`src/rtl/timer_pkg.sv`:
```
// Shared types and constants for the BCD cook timer.
package timer_pkg;

  localparam int unsigned BCD_W       = 4;
  localparam int unsigned BCD_MAX_MOD = 10;
  localparam logic [15:0] DIG_MOD_MMSS = 16'hA_A_6_A;

  typedef logic [BCD_W-1:0] bcd_t;

  typedef enum logic [1:0] {
    IDLE  = 2'd0,
    RUN   = 2'd1,
    PAUSE = 2'd2,
    DONE  = 2'd3
  } timer_state_e;

  // Limit an entered digit to the largest legal value for its modulus.
  function automatic bcd_t clamp_digit(bcd_t v, int unsigned mod);
    return (32'(v) >= mod) ? BCD_W'(mod - 1) : v;
  endfunction

endpackage

```
`src/rtl/bcd_down_timer_if.sv`:
```
// Control/status bundle between keypad logic, display and the cook timer.
// BCD_TIMER_UP_MODE_EN adds the 'up' direction select.
interface bcd_down_timer_if #(
  parameter int unsigned NDIG = 4
);
  logic                tick;
  logic                load;
  logic [4*NDIG-1:0]   data;
  logic                start;
  logic                pause;
`ifdef BCD_TIMER_UP_MODE_EN
  logic                up;
`endif
  logic [4*NDIG-1:0]   count;
  logic                zero;
  logic                done;
  logic                running;
  logic [1:0]          state;

  modport master (
`ifdef BCD_TIMER_UP_MODE_EN
    output up,
`endif
    output tick, load, data, start, pause,
    input  count, zero, done, running, state
  );

  modport slave (
`ifdef BCD_TIMER_UP_MODE_EN
    input  up,
`endif
    input  tick, load, data, start, pause,
    output count, zero, done, running, state
  );
endinterface

```
`src/rtl/bcd_digit_cell.sv`:
```
// One BCD digit with programmable modulus; steps down (dir=0) or up (dir=1).
module bcd_digit_cell
  import timer_pkg::*;
#(
  parameter int unsigned MOD = BCD_MAX_MOD
) (
  input  logic clk,
  input  logic clrn,
  input  logic load,
  input  bcd_t ld_val,
  input  logic step,
  input  logic dir,
  output bcd_t digit,
  output logic is_zero,
  output logic is_max,
  output logic bout
);

  localparam bcd_t TOP = BCD_W'(MOD - 1);

  bcd_t digit_q, digit_d;

  // Next digit value: load wins, otherwise step with wrap at the boundary.
  always_comb begin
    digit_d = digit_q;
    if (load) begin
      digit_d = ld_val;
    end else if (step) begin
      if (dir) digit_d = is_max  ? '0  : digit_q + BCD_W'(1);
      else     digit_d = is_zero ? TOP : digit_q - BCD_W'(1);
    end
  end

  // Digit register.
  always_ff @(posedge clk or negedge clrn) begin
    if (!clrn) digit_q <= '0;
    else       digit_q <= digit_d;
  end

  assign digit   = digit_q;
  assign is_zero = (digit_q == '0);
  assign is_max  = (digit_q == TOP);
  // Borrow (down) or carry (up) into the next digit.
  assign bout    = step & (dir ? is_max : is_zero);

endmodule

```
`src/rtl/bcd_down_timer.sv`:
```
// Multi-digit BCD countdown timer (default MM:SS) with IDLE/RUN/PAUSE/DONE control.
// BCD_TIMER_UP_MODE_EN enables count-up operation selected by bus.up at start.
module bcd_down_timer
  import timer_pkg::*;
#(
  parameter int unsigned       NDIG    = 4,
  parameter logic [4*NDIG-1:0] DIG_MOD = (4*NDIG)'(DIG_MOD_MMSS)
) (
  input  logic clk,
  input  logic clrn,
  bcd_down_timer_if.slave bus
);

  localparam bcd_t LAST_UP0 = BCD_W'(32'(DIG_MOD[3:0]) - 2);

  bcd_t              digit [NDIG];
  logic [NDIG-1:0]   is_zero, is_max, bout;
  logic [4*NDIG-1:0] count_c;
  logic              zero_c, all_max_c, last_dn_c, last_up_c, last_c;
  logic              step_en, dir, blk_idle, blk_pause;

  timer_state_e state_q, state_d;
  logic         done_q, done_d;
  logic         running_q, running_d;
  logic         dir_q, dir_d;

  // Digit chain: each digit steps only when all lower digits borrow/carry.
  for (genvar i = 0; i < NDIG; i++) begin : g_dig
    localparam int unsigned MOD_I = 32'(DIG_MOD[4*i +: 4]);
    bcd_t ld_val;
    logic step_in;
    assign ld_val = clamp_digit(bus.data[4*i +: 4], MOD_I);
    if (i == 0) begin : g_first
      assign step_in = step_en;
    end else begin : g_rest
      assign step_in = bout[i-1];
    end
    bcd_digit_cell #(.MOD(MOD_I)) u_cell (
      .clk     (clk),
      .clrn    (clrn),
      .load    (bus.load),
      .ld_val  (ld_val),
      .step    (step_in),
      .dir     (dir),
      .digit   (digit[i]),
      .is_zero (is_zero[i]),
      .is_max  (is_max[i]),
      .bout    (bout[i])
    );
  end

  // Flatten digits and detect the value one step before the terminal count.
  always_comb begin
    logic up_zero, up_max;
    count_c = '0;
    up_zero = 1'b1;
    up_max  = 1'b1;
    for (int i = 0; i < NDIG; i++) begin
      count_c[4*i +: 4] = digit[i];
      if (i > 0) begin
        up_zero = up_zero & is_zero[i];
        up_max  = up_max & is_max[i];
      end
    end
    zero_c    = &is_zero;
    all_max_c = &is_max;
    last_dn_c = up_zero && (digit[0] == BCD_W'(1));
    last_up_c = up_max && (digit[0] == LAST_UP0);
  end

`ifdef BCD_TIMER_UP_MODE_EN
  assign dir       = dir_q;
  assign blk_idle  = bus.up ? all_max_c : zero_c;
  assign blk_pause = dir_q ? all_max_c : zero_c;
  assign last_c    = dir_q ? last_up_c : last_dn_c;
`else
  wire unused_up = all_max_c ^ last_up_c;
  assign dir       = 1'b0;
  assign blk_idle  = zero_c;
  assign blk_pause = zero_c;
  assign last_c    = last_dn_c;
`endif

  // Control FSM next state; priority load > start > pause > tick.
  always_comb begin
    state_d = state_q;
    done_d  = 1'b0;
    dir_d   = dir_q;
    step_en = 1'b0;
    if (bus.load) begin
      state_d = IDLE;
    end else begin
      unique case (state_q)
        IDLE: if (bus.start && !blk_idle) begin
          state_d = RUN;
`ifdef BCD_TIMER_UP_MODE_EN
          dir_d   = bus.up;
`endif
        end
        PAUSE: if (bus.start && !blk_pause) state_d = RUN;
        RUN: begin
          if (bus.pause) begin
            state_d = PAUSE;
          end else if (bus.tick) begin
            step_en = 1'b1;
            if (last_c) begin
              state_d = DONE;
              done_d  = 1'b1;
            end
          end
        end
        DONE: state_d = DONE;
        default: state_d = IDLE;
      endcase
    end
    running_d = (state_d == RUN);
  end

  // Control registers.
  always_ff @(posedge clk or negedge clrn) begin
    if (!clrn) begin
      state_q   <= IDLE;
      done_q    <= 1'b0;
      running_q <= 1'b0;
      dir_q     <= 1'b0;
    end else begin
      state_q   <= state_d;
      done_q    <= done_d;
      running_q <= running_d;
      dir_q     <= dir_d;
    end
  end

  assign bus.count   = count_c;
  assign bus.zero    = zero_c;
  assign bus.done    = done_q;
  assign bus.running = running_q;
  assign bus.state   = state_q;

endmodule
```
`src/flat_wrapper.sv`:
```
// flat-port wrapper written by rule: the top's interface ports become plain ports
module bcd_down_timer_flat import timer_pkg::*;
#(
  parameter int unsigned       NDIG    = 4,
  parameter logic [4*NDIG-1:0] DIG_MOD = (4*NDIG)'(DIG_MOD_MMSS)
)
  (clk, clrn, bus_tick, bus_load, bus_data, bus_start, bus_pause, bus_count, bus_zero, bus_done, bus_running, bus_state);
  bcd_down_timer_if #(.NDIG(NDIG)) bus_i ();
  input  logic clk;
  input  logic clrn;
  input wire logic [$bits(bus_i.tick)-1:0] bus_tick;
  input wire logic [$bits(bus_i.load)-1:0] bus_load;
  input wire logic [$bits(bus_i.data)-1:0] bus_data;
  input wire logic [$bits(bus_i.start)-1:0] bus_start;
  input wire logic [$bits(bus_i.pause)-1:0] bus_pause;
  output wire logic [$bits(bus_i.count)-1:0] bus_count;
  output wire logic [$bits(bus_i.zero)-1:0] bus_zero;
  output wire logic [$bits(bus_i.done)-1:0] bus_done;
  output wire logic [$bits(bus_i.running)-1:0] bus_running;
  output wire logic [$bits(bus_i.state)-1:0] bus_state;
  assign bus_i.tick = bus_tick;
  assign bus_i.load = bus_load;
  assign bus_i.data = bus_data;
  assign bus_i.start = bus_start;
  assign bus_i.pause = bus_pause;
  assign bus_count = bus_i.count;
  assign bus_zero = bus_i.zero;
  assign bus_done = bus_i.done;
  assign bus_running = bus_i.running;
  assign bus_state = bus_i.state;
  bcd_down_timer #(.NDIG(NDIG), .DIG_MOD(DIG_MOD)) u_core (.clk(clk), .clrn(clrn), .bus(bus_i));
endmodule
```
`config.mk`:
```
export PLATFORM = sky130hd
export DESIGN_NAME = bcd_down_timer_flat
export DESIGN_NICKNAME = d
export VERILOG_FILES = /design/src/rtl/timer_pkg.sv /design/src/rtl/bcd_down_timer_if.sv /design/src/rtl/bcd_digit_cell.sv /design/src/rtl/bcd_down_timer.sv /design/src/flat_wrapper.sv
export SDC_FILE = /design/constraint.sdc
export NUM_CORES = 1
export LEC_CHECK = 0
export ABC_AREA = 1
export ABC_CLOCK_PERIOD_IN_PS = 5300
export BUFFER_PORTS_ARGS = -buffer_cell sky130_fd_sc_hd__buf_2
export CORE_MARGIN = 2
export CORE_UTILIZATION = 45
export DETAILED_ROUTE_END_ITERATION = 12
export PLACE_DENSITY_LB_ADDON = 0.15
export SYNTH_ARGS = -nofsm -noshare
export SYNTH_HDL_FRONTEND = slang
export SYNTH_HIERARCHICAL = 1
export SYNTH_SLANG_ARGS = --single-unit
```
`constraint.sdc`:
```
create_clock -name clk -period 5.3 [get_ports clk]
set_input_delay 0.265 -clock clk [delete_from_list [all_inputs] [get_ports clk]]
set_output_delay 0.265 -clock clk [all_outputs]
set_load 0.01 [all_outputs]
```
==> impl_metrics.ini, run 1 <==
[outcome]
status = complete, no violations

[worst_setup_path]
cp.required_ns = 5.45
start_kind = flip-flop
cp_cell_sequence = nor2_2, nand2_2, nor3_1, o21ai_1, a21oi_1, nand2_1, a21oi_1, o21ai_1, a21oi_1, nor2_1, a22oi_1, o21ai_1
crit_path_max_fanout = 5
slowest_stage = dfrtp_1
max_stage_delay_ns = 0.40
critPathArrivalTime_ns = 2.40
end_kind = flip-flop
critPathKind = reg2reg

[flow_run]
maxCapViolCount = 0

[pwr]
power-per-cell-area_nw_per_um2 = 216.4
seqPwrFrac = 0.409
p_comb_frac = 0.332
power.share.clock = 0.259
internal_power_mw = 0.2921
peakVddDrop_mv = 0.09828
power_switching_mw = 0.1788
p_leak_nw = 1.330
p_sw_frac = 0.3797

[cts]
post_cts_buffers = 0
ctsHoldBuffers = 1
cts_buffers = 3
clk_pin_slew_ns = 0.08
clkSinkCount = 20
cts_tree = built
clock_latency_ns = 0.27
postCtsResizedCells = 0
clockBufferDepth = 2
cts-htree-levels = 1
cts_root_buf = clkbuf_8

[route]
routedWlPerCell_um = 10.21
viasPerCell = 4.749
drt-initial-drc-count = 98
dr.pass1.iters = 4
drt_wl_total_um = 4279
drtAntennaViolNets = 0
drc = 0
vias = 1990

[placement]
io_buffers = 42
gp_congestion = 0.8330
dpl_cell_area_um2 = 2111
dp_hpwl_um = 3313

[global_routing]
grt_pass1_wl_um = 7017
track_usage = 0.1999
grt_pass1_vias = 1622
grt_max_degree = 25
antenna_found_initial = 0
overflow = 0

[yosys]
syn-cell-area_um2 = 1827
syn_area_per_cell_um2 = 5.836
syn_inst = 313
ys_warn_count = 6

[timing]
final.setup.tns_ns = 0
fin_crit_sh = 0.4242
hold_viol = 0
timing.hold.ws_ns = 0.2668
finClkSkew_ns = 0.003044
finalSetupViolations = 0
period_minus_slack_ns = 2.248
drv_slew = 0
fmax_mhz = 444.8
rsz0062_at_grt = no

[die]
die_h_um = 67.72
design.core.area_um2 = 3943
die-area_um2 = 4585
initial_core_util = 0.4633
io_pins = 43
num_rows = 23
dieWidth_um = 67.72

[finish]
layout-drive-gt1-share = 0.2195
area_delta_synth_final_pct = 19.11
final_area_um2 = 2176
num_antenna_cells = 0
final_nets = 392

[worst_hold_path]
hold_path.class = in2reg
-- power groups by stage --
| stage | sequential [mW] | clock, mW | combinational (mW) |
|---|---|---|---|
| 6_report | 0.193 | 0.122 | 0.156 |
| 5_1_grt | 0.196 | 0.130 | 0.182 |
| 4_1_cts | 0.193 | 0.124 | 0.156 |
| 3_5_place_dp | 0.196 | 0 | 0.155 |
| 3_3_place_gp | 0.196 | 0 | 0.154 |
| 2_1_floorplan | 0.195 | 0 | 0.112 |
-- per-layer routing --
metal / track usage / routed length (µm)
met2: 0.3407 / 2007
met3: 0.01500 / 129
met4: 0.06122 / 59
met5: 0 / 0
met1: 0.2679 / 2083
-- per-stage QoR --
stage,std cells,worst slack (ns),total power [mW],util
6_report,419,3.052,0.4710,0.5519
5_1_grt,419,2.814,0.5079,0.5519
4_1_cts,419,3.051,0.4726,0.5519
3_5_place_dp,414,3.064,0.3503,0.5354
3_3_place_gp,414,3.133,0.3500,0.5354
2_1_floorplan,328,3.282,0.3066,-
-- final cells by class --
class / instances / area (µm²)
tap: 50 / 62.56
sequential: 20 / 500.5
multi-input combinational: 247 / 1131
timing repair buffer: 43 / 220.2
inverter: 55 / 206.4
fill: 411 / 1767
clock buffer: 4 / 55.05
-- worst max-delay path, delay by kind of cell (launching register included) --
family | cells | cell delay, ns
AO/OA/AOI/OAI | 7 | 1.06
AND/OR/NAND/NOR | 5 | 0.67
flip-flops | 1 | 0.40
-- path summary, 6_finish.rpt --
path,startpoint,end,slack (ns),cells past startpoint
setup / recovery,u_core/bus.state[1],u_core/g_dig[3].u_cell/digit[0],3.05,12
hold / removal,bus_data[11],u_core/g_dig[2].u_cell/digit[3],0.27,3
setup reg to reg,u_core/bus.state[1],u_core/g_dig[3].u_cell/digit[0],3.05,12
hold reg to reg,u_core/bus.state[1],u_core/bus.done,0.60,3
max in group asynchronous,clrn,u_core/g_dig[0].u_cell/digit[0],4.49,2
min in group asynchronous,clrn,u_core/g_dig[2].u_cell/digit[3],0.48,2
-- cell usage in the layout (no fill, tap or decap) --
cell type	count
nand2_1	119
inv_1	43
buf_2	42
nand3_1	36
nor2_1	26
dfrtp_1	20
conb_1	16
inv_2	12
nor2_2	10
a22oi_1	9
nand2_2	5
o21ai_1	5
clkbuf_8	4
o21ai_0	3
nand3_2	3
a21oi_1	3
nand4_1	3
dlygate4sd3_1	1
o21ai_2	1
or2_2	1
nor3b_1	1
a211o_1	1
nand3_4	1
a21oi_2	1
nor3_1	1
nor2_4	1
nand3b_1	1
-- state kept, by name (all words and copies together), names as in the netlist --
register / count
u_core/bus.done: 1
u_core/bus.running: 1
u_core/bus.state: 2
u_core/g_dig.u_cell/digit: 16
Power figures use the tool's default switching activity.
==> run 2, diff against run 1 <==
ABC_CLOCK_PERIOD_IN_PS = 2200   (was 5300)
clock period = 2.2 ns   (was 5.3 ns; I/O delays follow)
==> impl_metrics.ini, run 2 (same netlist as run 1, synthesis figures left out) <==
[die]
initial_core_util = 0.4633
die_h_um = 67.72
num_rows = 23
die-area_um2 = 4585
io_pins = 43
design.core.area_um2 = 3943
dieWidth_um = 67.72

[worst_setup_path]
start_kind = flip-flop
cp.required_ns = 2.34
critPathKind = reg2reg
crit_path_max_fanout = 5
end_kind = flip-flop
worstReg2RegEnd = u_core/g_dig[3].u_cell/digit[0]
reg2reg_slack_ns = 0.24
critPathArrivalTime_ns = 2.10
ff2ff_path_depth = 12
r2r-start = u_core/bus.state[1]

[cts]
clkSinkCount = 20
cts_tree = built
cts_root_buf = clkbuf_8
cts_buffers = 3
clockBufferDepth = 2
cts-htree-levels = 1
clk_pin_slew_ns = 0.08
clock_latency_ns = 0.26

[finish]
num_antenna_cells = 0
fin_cells = 427
final_nets = 400
mostFrequentLayoutCell = nand2_1
largest_reg_flops = 16
final_area_um2 = 2255
layout-drive-gt1-share = 0.2440
area_delta_synth_final_pct = 23.42
layout_common_cells = nand2_1 (119), inv_1 (43), buf_2 (42), nand3_1 (36), nor2_1 (26)
fin_util = 0.5719

[worst_hold_path]
whs_path_depth = 3
hold_end = u_core/g_dig[0].u_cell/digit[3]
hold_path.class = in2reg
holdCritStartpoint = bus_data[3]

[timing]
fmax_mhz = 510.3
finClkSkew_ns = 0.007057
finalSetupViolations = 0
fin_crit_sh = 0.8908
drv_slew = 0
hold_viol = 0
final.setup.tns_ns = 0
layout_setup_ws_ns = 0.2403
period_minus_slack_ns = 1.960
timing.hold.ws_ns = 0.1244

[route]
routedWlPerCell_um = 10.07
drc = 0
drtAntennaViolNets = 0
viasPerCell = 4.595
drt_wl_total_um = 4298
vias = 1962
dr.pass1.iters = 4
drt-initial-drc-count = 87

[global_routing]
track_usage = 0.1978
overflow = 0
grt_pass1_wl_um = 6900
grt_pass1_vias = 1588
antenna_found_initial = 0
grt_max_degree = 24

[outcome]
status = complete, no violations

[pwr]
p_total_mw = 1.146
p_leak_nw = 1.375
power-per-cell-area_nw_per_um2 = 508.1
peakVddDrop_mv = 0.2440

[placement]
place_ws_ns = 0.09497
dp_cells = 421
dp_hpwl_um = 3367
gp_congestion = 0.8034
io_buffers = 42
dpl_cell_area_um2 = 2163

[flow_run]
maxCapViolCount = 0
[run 2: changes by cell type in the layout (fill, tap and decap cells not counted)]
cell / delta
buf_4: +8
nor3_1: -1
a21oi_1: -2
nor3_4: +1
a21oi_2: +2
[run 2: worst max-delay path, cell delays in order, from the launching register on]
cell and delay, ns:
dfrtp_1 0.40, nor2_2 0.14, nand2_2 0.10, nor3_4 0.13, o21ai_1 0.10, a21oi_2 0.15
nand2_1 0.07, a21oi_1 0.15, o21ai_1 0.11, a21oi_2 0.13, nor2_1 0.10, a22oi_1 0.15
o21ai_1 0.10
[run 2: timing repair]
| action | in CTS | in global routing |
|---|---|---|
| hold buffers | 1 | 0 |
| resized for setup | 0 | 4 |
| setup buffers | 0 | 1 |
| setup endpoints to repair | 0 | 8 |
| endpoints found under the hold margin | 20 | 0 |
[run 2: worst max-delay path by stage]
| stage | cells past startpoint | endpoint | startpoint |
|---|---|---|---|
| after floorplan | 12 | u_core/g_dig[3].u_cell/digit[0] | u_core/bus.state[1] |
| after global placement | 12 | u_core/g_dig[3].u_cell/digit[0] | u_core/bus.state[1] |
| after detailed placement | 12 | u_core/g_dig[3].u_cell/digit[0] | u_core/bus.state[1] |
| after CTS | 12 | u_core/g_dig[3].u_cell/digit[0] | u_core/bus.state[1] |
| after global routing | 12 | u_core/g_dig[3].u_cell/digit[0] | u_core/bus.state[1] |
| final | 12 | u_core/g_dig[3].u_cell/digit[0] | u_core/bus.state[1] |
[run 2: final cells by class]
class | instances | area, µm²
clock buffers | 4 | 55.05
fillers | 416 | 1688
inverters | 55 | 206.4
multi-input cells | 247 | 1150
flip-flops and latches | 20 | 500.5
well taps | 50 | 62.56
repair buffers | 51 | 280.3
[run 2: routing by layer]
layer  vias to the layer above  share of wire  global-route usage
met3                         2          0.026             0.02000
met5                         -              0                   0
met2                        25           0.47              0.3223
met1                       856           0.50              0.2762
met4                         0         0.0051             0.05612
li1                       1079              -                   -
[run 2: where the power goes]
group          leakage (nW)  switching [mW]  internal (mW)  total (mW)
Sequential            0.249          0.0490          0.401       0.450
Clock                0.0288           0.127          0.159       0.286
Combinational          1.10           0.254          0.156       0.410
Total                  1.37           0.429          0.716        1.15
==> run 3, diff against run 2 <==
CELL_PAD_IN_SITES_DETAIL_PLACEMENT = 0   (was not set)
CELL_PAD_IN_SITES_GLOBAL_PLACEMENT = 1   (was not set)
CORE_UTILIZATION = 36   (was 45)
GPL_TIMING_DRIVEN = 1   (was not set)
==> impl_metrics.ini, run 3 (same netlist as run 1, synthesis figures left out) <==
[outcome]
status = complete, no violations

[finish]
fin_cells = 443
mostFrequentLayoutCell = nand2_1
final_area_um2 = 2275
layout-drive-gt1-share = 0.2473
area_delta_synth_final_pct = 24.52
largest_reg_flops = 16
final_nets = 399
layout_common_cells = nand2_1 (119), inv_1 (43), buf_2 (42), nand3_1 (36), nor2_1 (25)
num_antenna_cells = 0

[route]
drc = 0
drt_wl_total_um = 4545
viasPerCell = 4.535
vias = 2009
dr.pass1.iters = 4
routedWlPerCell_um = 10.26
drt-initial-drc-count = 114
drtAntennaViolNets = 0

[cts]
post_cts_buffers = 0
cts_root_buf = clkbuf_8
clockBufferDepth = 2
clkSinkCount = 20
cts-htree-levels = 1
cts_tree = built
cts_buffers = 3
clk_pin_slew_ns = 0.08
clock_latency_ns = 0.26

[worst_hold_path]
hold_path.class = in2reg

[pwr]
peakVddDrop_mv = 0.2004
power-per-cell-area_nw_per_um2 = 504.6
p_total_mw = 1.148
p_leak_nw = 1.369

[placement]
dpl_cell_area_um2 = 2185
dp_hpwl_um = 3574
gp_congestion = 0.8174
place_ws_ns = 0.05408
io_buffers = 42
dp_cells = 438

[die]
io_pins = 43
die_h_um = 75.24
die-area_um2 = 5660
initial_core_util = 0.3792
num_rows = 25
design.core.area_um2 = 4817
dieWidth_um = 75.24

[worst_setup_path]
critPathKind = reg2reg
start_kind = flip-flop
end_kind = flip-flop
cp.required_ns = 2.34
critPathArrivalTime_ns = 2.05
crit_path_max_fanout = 5

[global_routing]
grt_pass1_wl_um = 7728
track_usage = 0.1751
antenna_found_initial = 0
overflow = 0
grt_pass1_vias = 1740
grt_max_degree = 24

[timing]
final.setup.tns_ns = 0
hold_viol = 0
drv_slew = 0
period_minus_slack_ns = 1.908
slew_headroom = 0.6648
finalSetupViolations = 0
worst_pin_slew_ns = 0.5028
layout_setup_ws_ns = 0.2916
finClkSkew_ns = 0.002881
rsz0062_at_grt = no
fin_crit_sh = 0.8674
fmax_mhz = 524.0

[flow_run]
maxCapViolCount = 0
[run 3: cell count changes in the layout (fill, tap and decap cells not counted), sizes merged]
| cell | delta |
|---|---|
| buf | -1 |
[run 3: worst paths after layout]
check,startpoint,to,slack [ns],depth (start not counted)
worst max-delay path,u_core/bus.state[1],u_core/g_dig[3].u_cell/digit[0],0.29,12
min in group asynchronous,clrn,u_core/g_dig[2].u_cell/digit[0],0.35,2
worst min register to register,u_core/bus.state[0],u_core/bus.running,0.58,3
max in group asynchronous,clrn,u_core/g_dig[0].u_cell/digit[0],1.51,2
worst min-delay path,bus_data[15],u_core/g_dig[3].u_cell/digit[3],0.13,3
worst max register to register,u_core/bus.state[1],u_core/g_dig[3].u_cell/digit[0],0.29,12
[run 3: worst max-delay path, stage by stage, from the launching register on]
cell and delay [ns]:
dfrtp_1 0.40, nor2_2 0.14, nand2_2 0.10, nor3_4 0.13, o21ai_1 0.10, a21oi_2 0.15, nand2_1 0.08, a21oi_2 0.14
o21ai_1 0.10, a21oi_2 0.14, nor2_2 0.08, a22oi_1 0.14, o21ai_1 0.08
[run 3: metrics by stage]
stage,util,hold slack (ns)
2_1_floorplan,-,-0.1856
3_3_place_gp,0.4535,0.1076
3_5_place_dp,0.4535,0.1082
4_1_cts,0.4670,0.1126
5_1_grt,0.4722,0.1399
6_report,0.4722,0.1300
[run 3: final cells by class]
cell class	instances	area, µm²
Fill cell	550	2542
Multi-Input combinational cell	247	1156
Sequential cell	20	500.5
Timing Repair Buffer	50	272.8
Inverter	55	206.4
Tap cell	67	83.83
Clock buffer	4	55.05
[run 3: per-layer routing]
metal	share of wire	GRT usage	routed length (µm)
met1	0.49	0.2401	2206
met2	0.47	0.2943	2151
met3	0.037	0.02276	168
met4	0.0042	0.04094	19
met5	0	0	0
[run 3: repair_timing]
item,4_1_cts,5_1_grt
gates resized for setup,0,6
endpoints found under the setup margin,0,6
hold endpoints to repair,20,0
hold buffers,1,0
[run 3: power breakdown]
group,internal [mW],switching (mW)
sequential,0.401,0.0494
combinational,0.156,0.256
clock,0.159,0.126
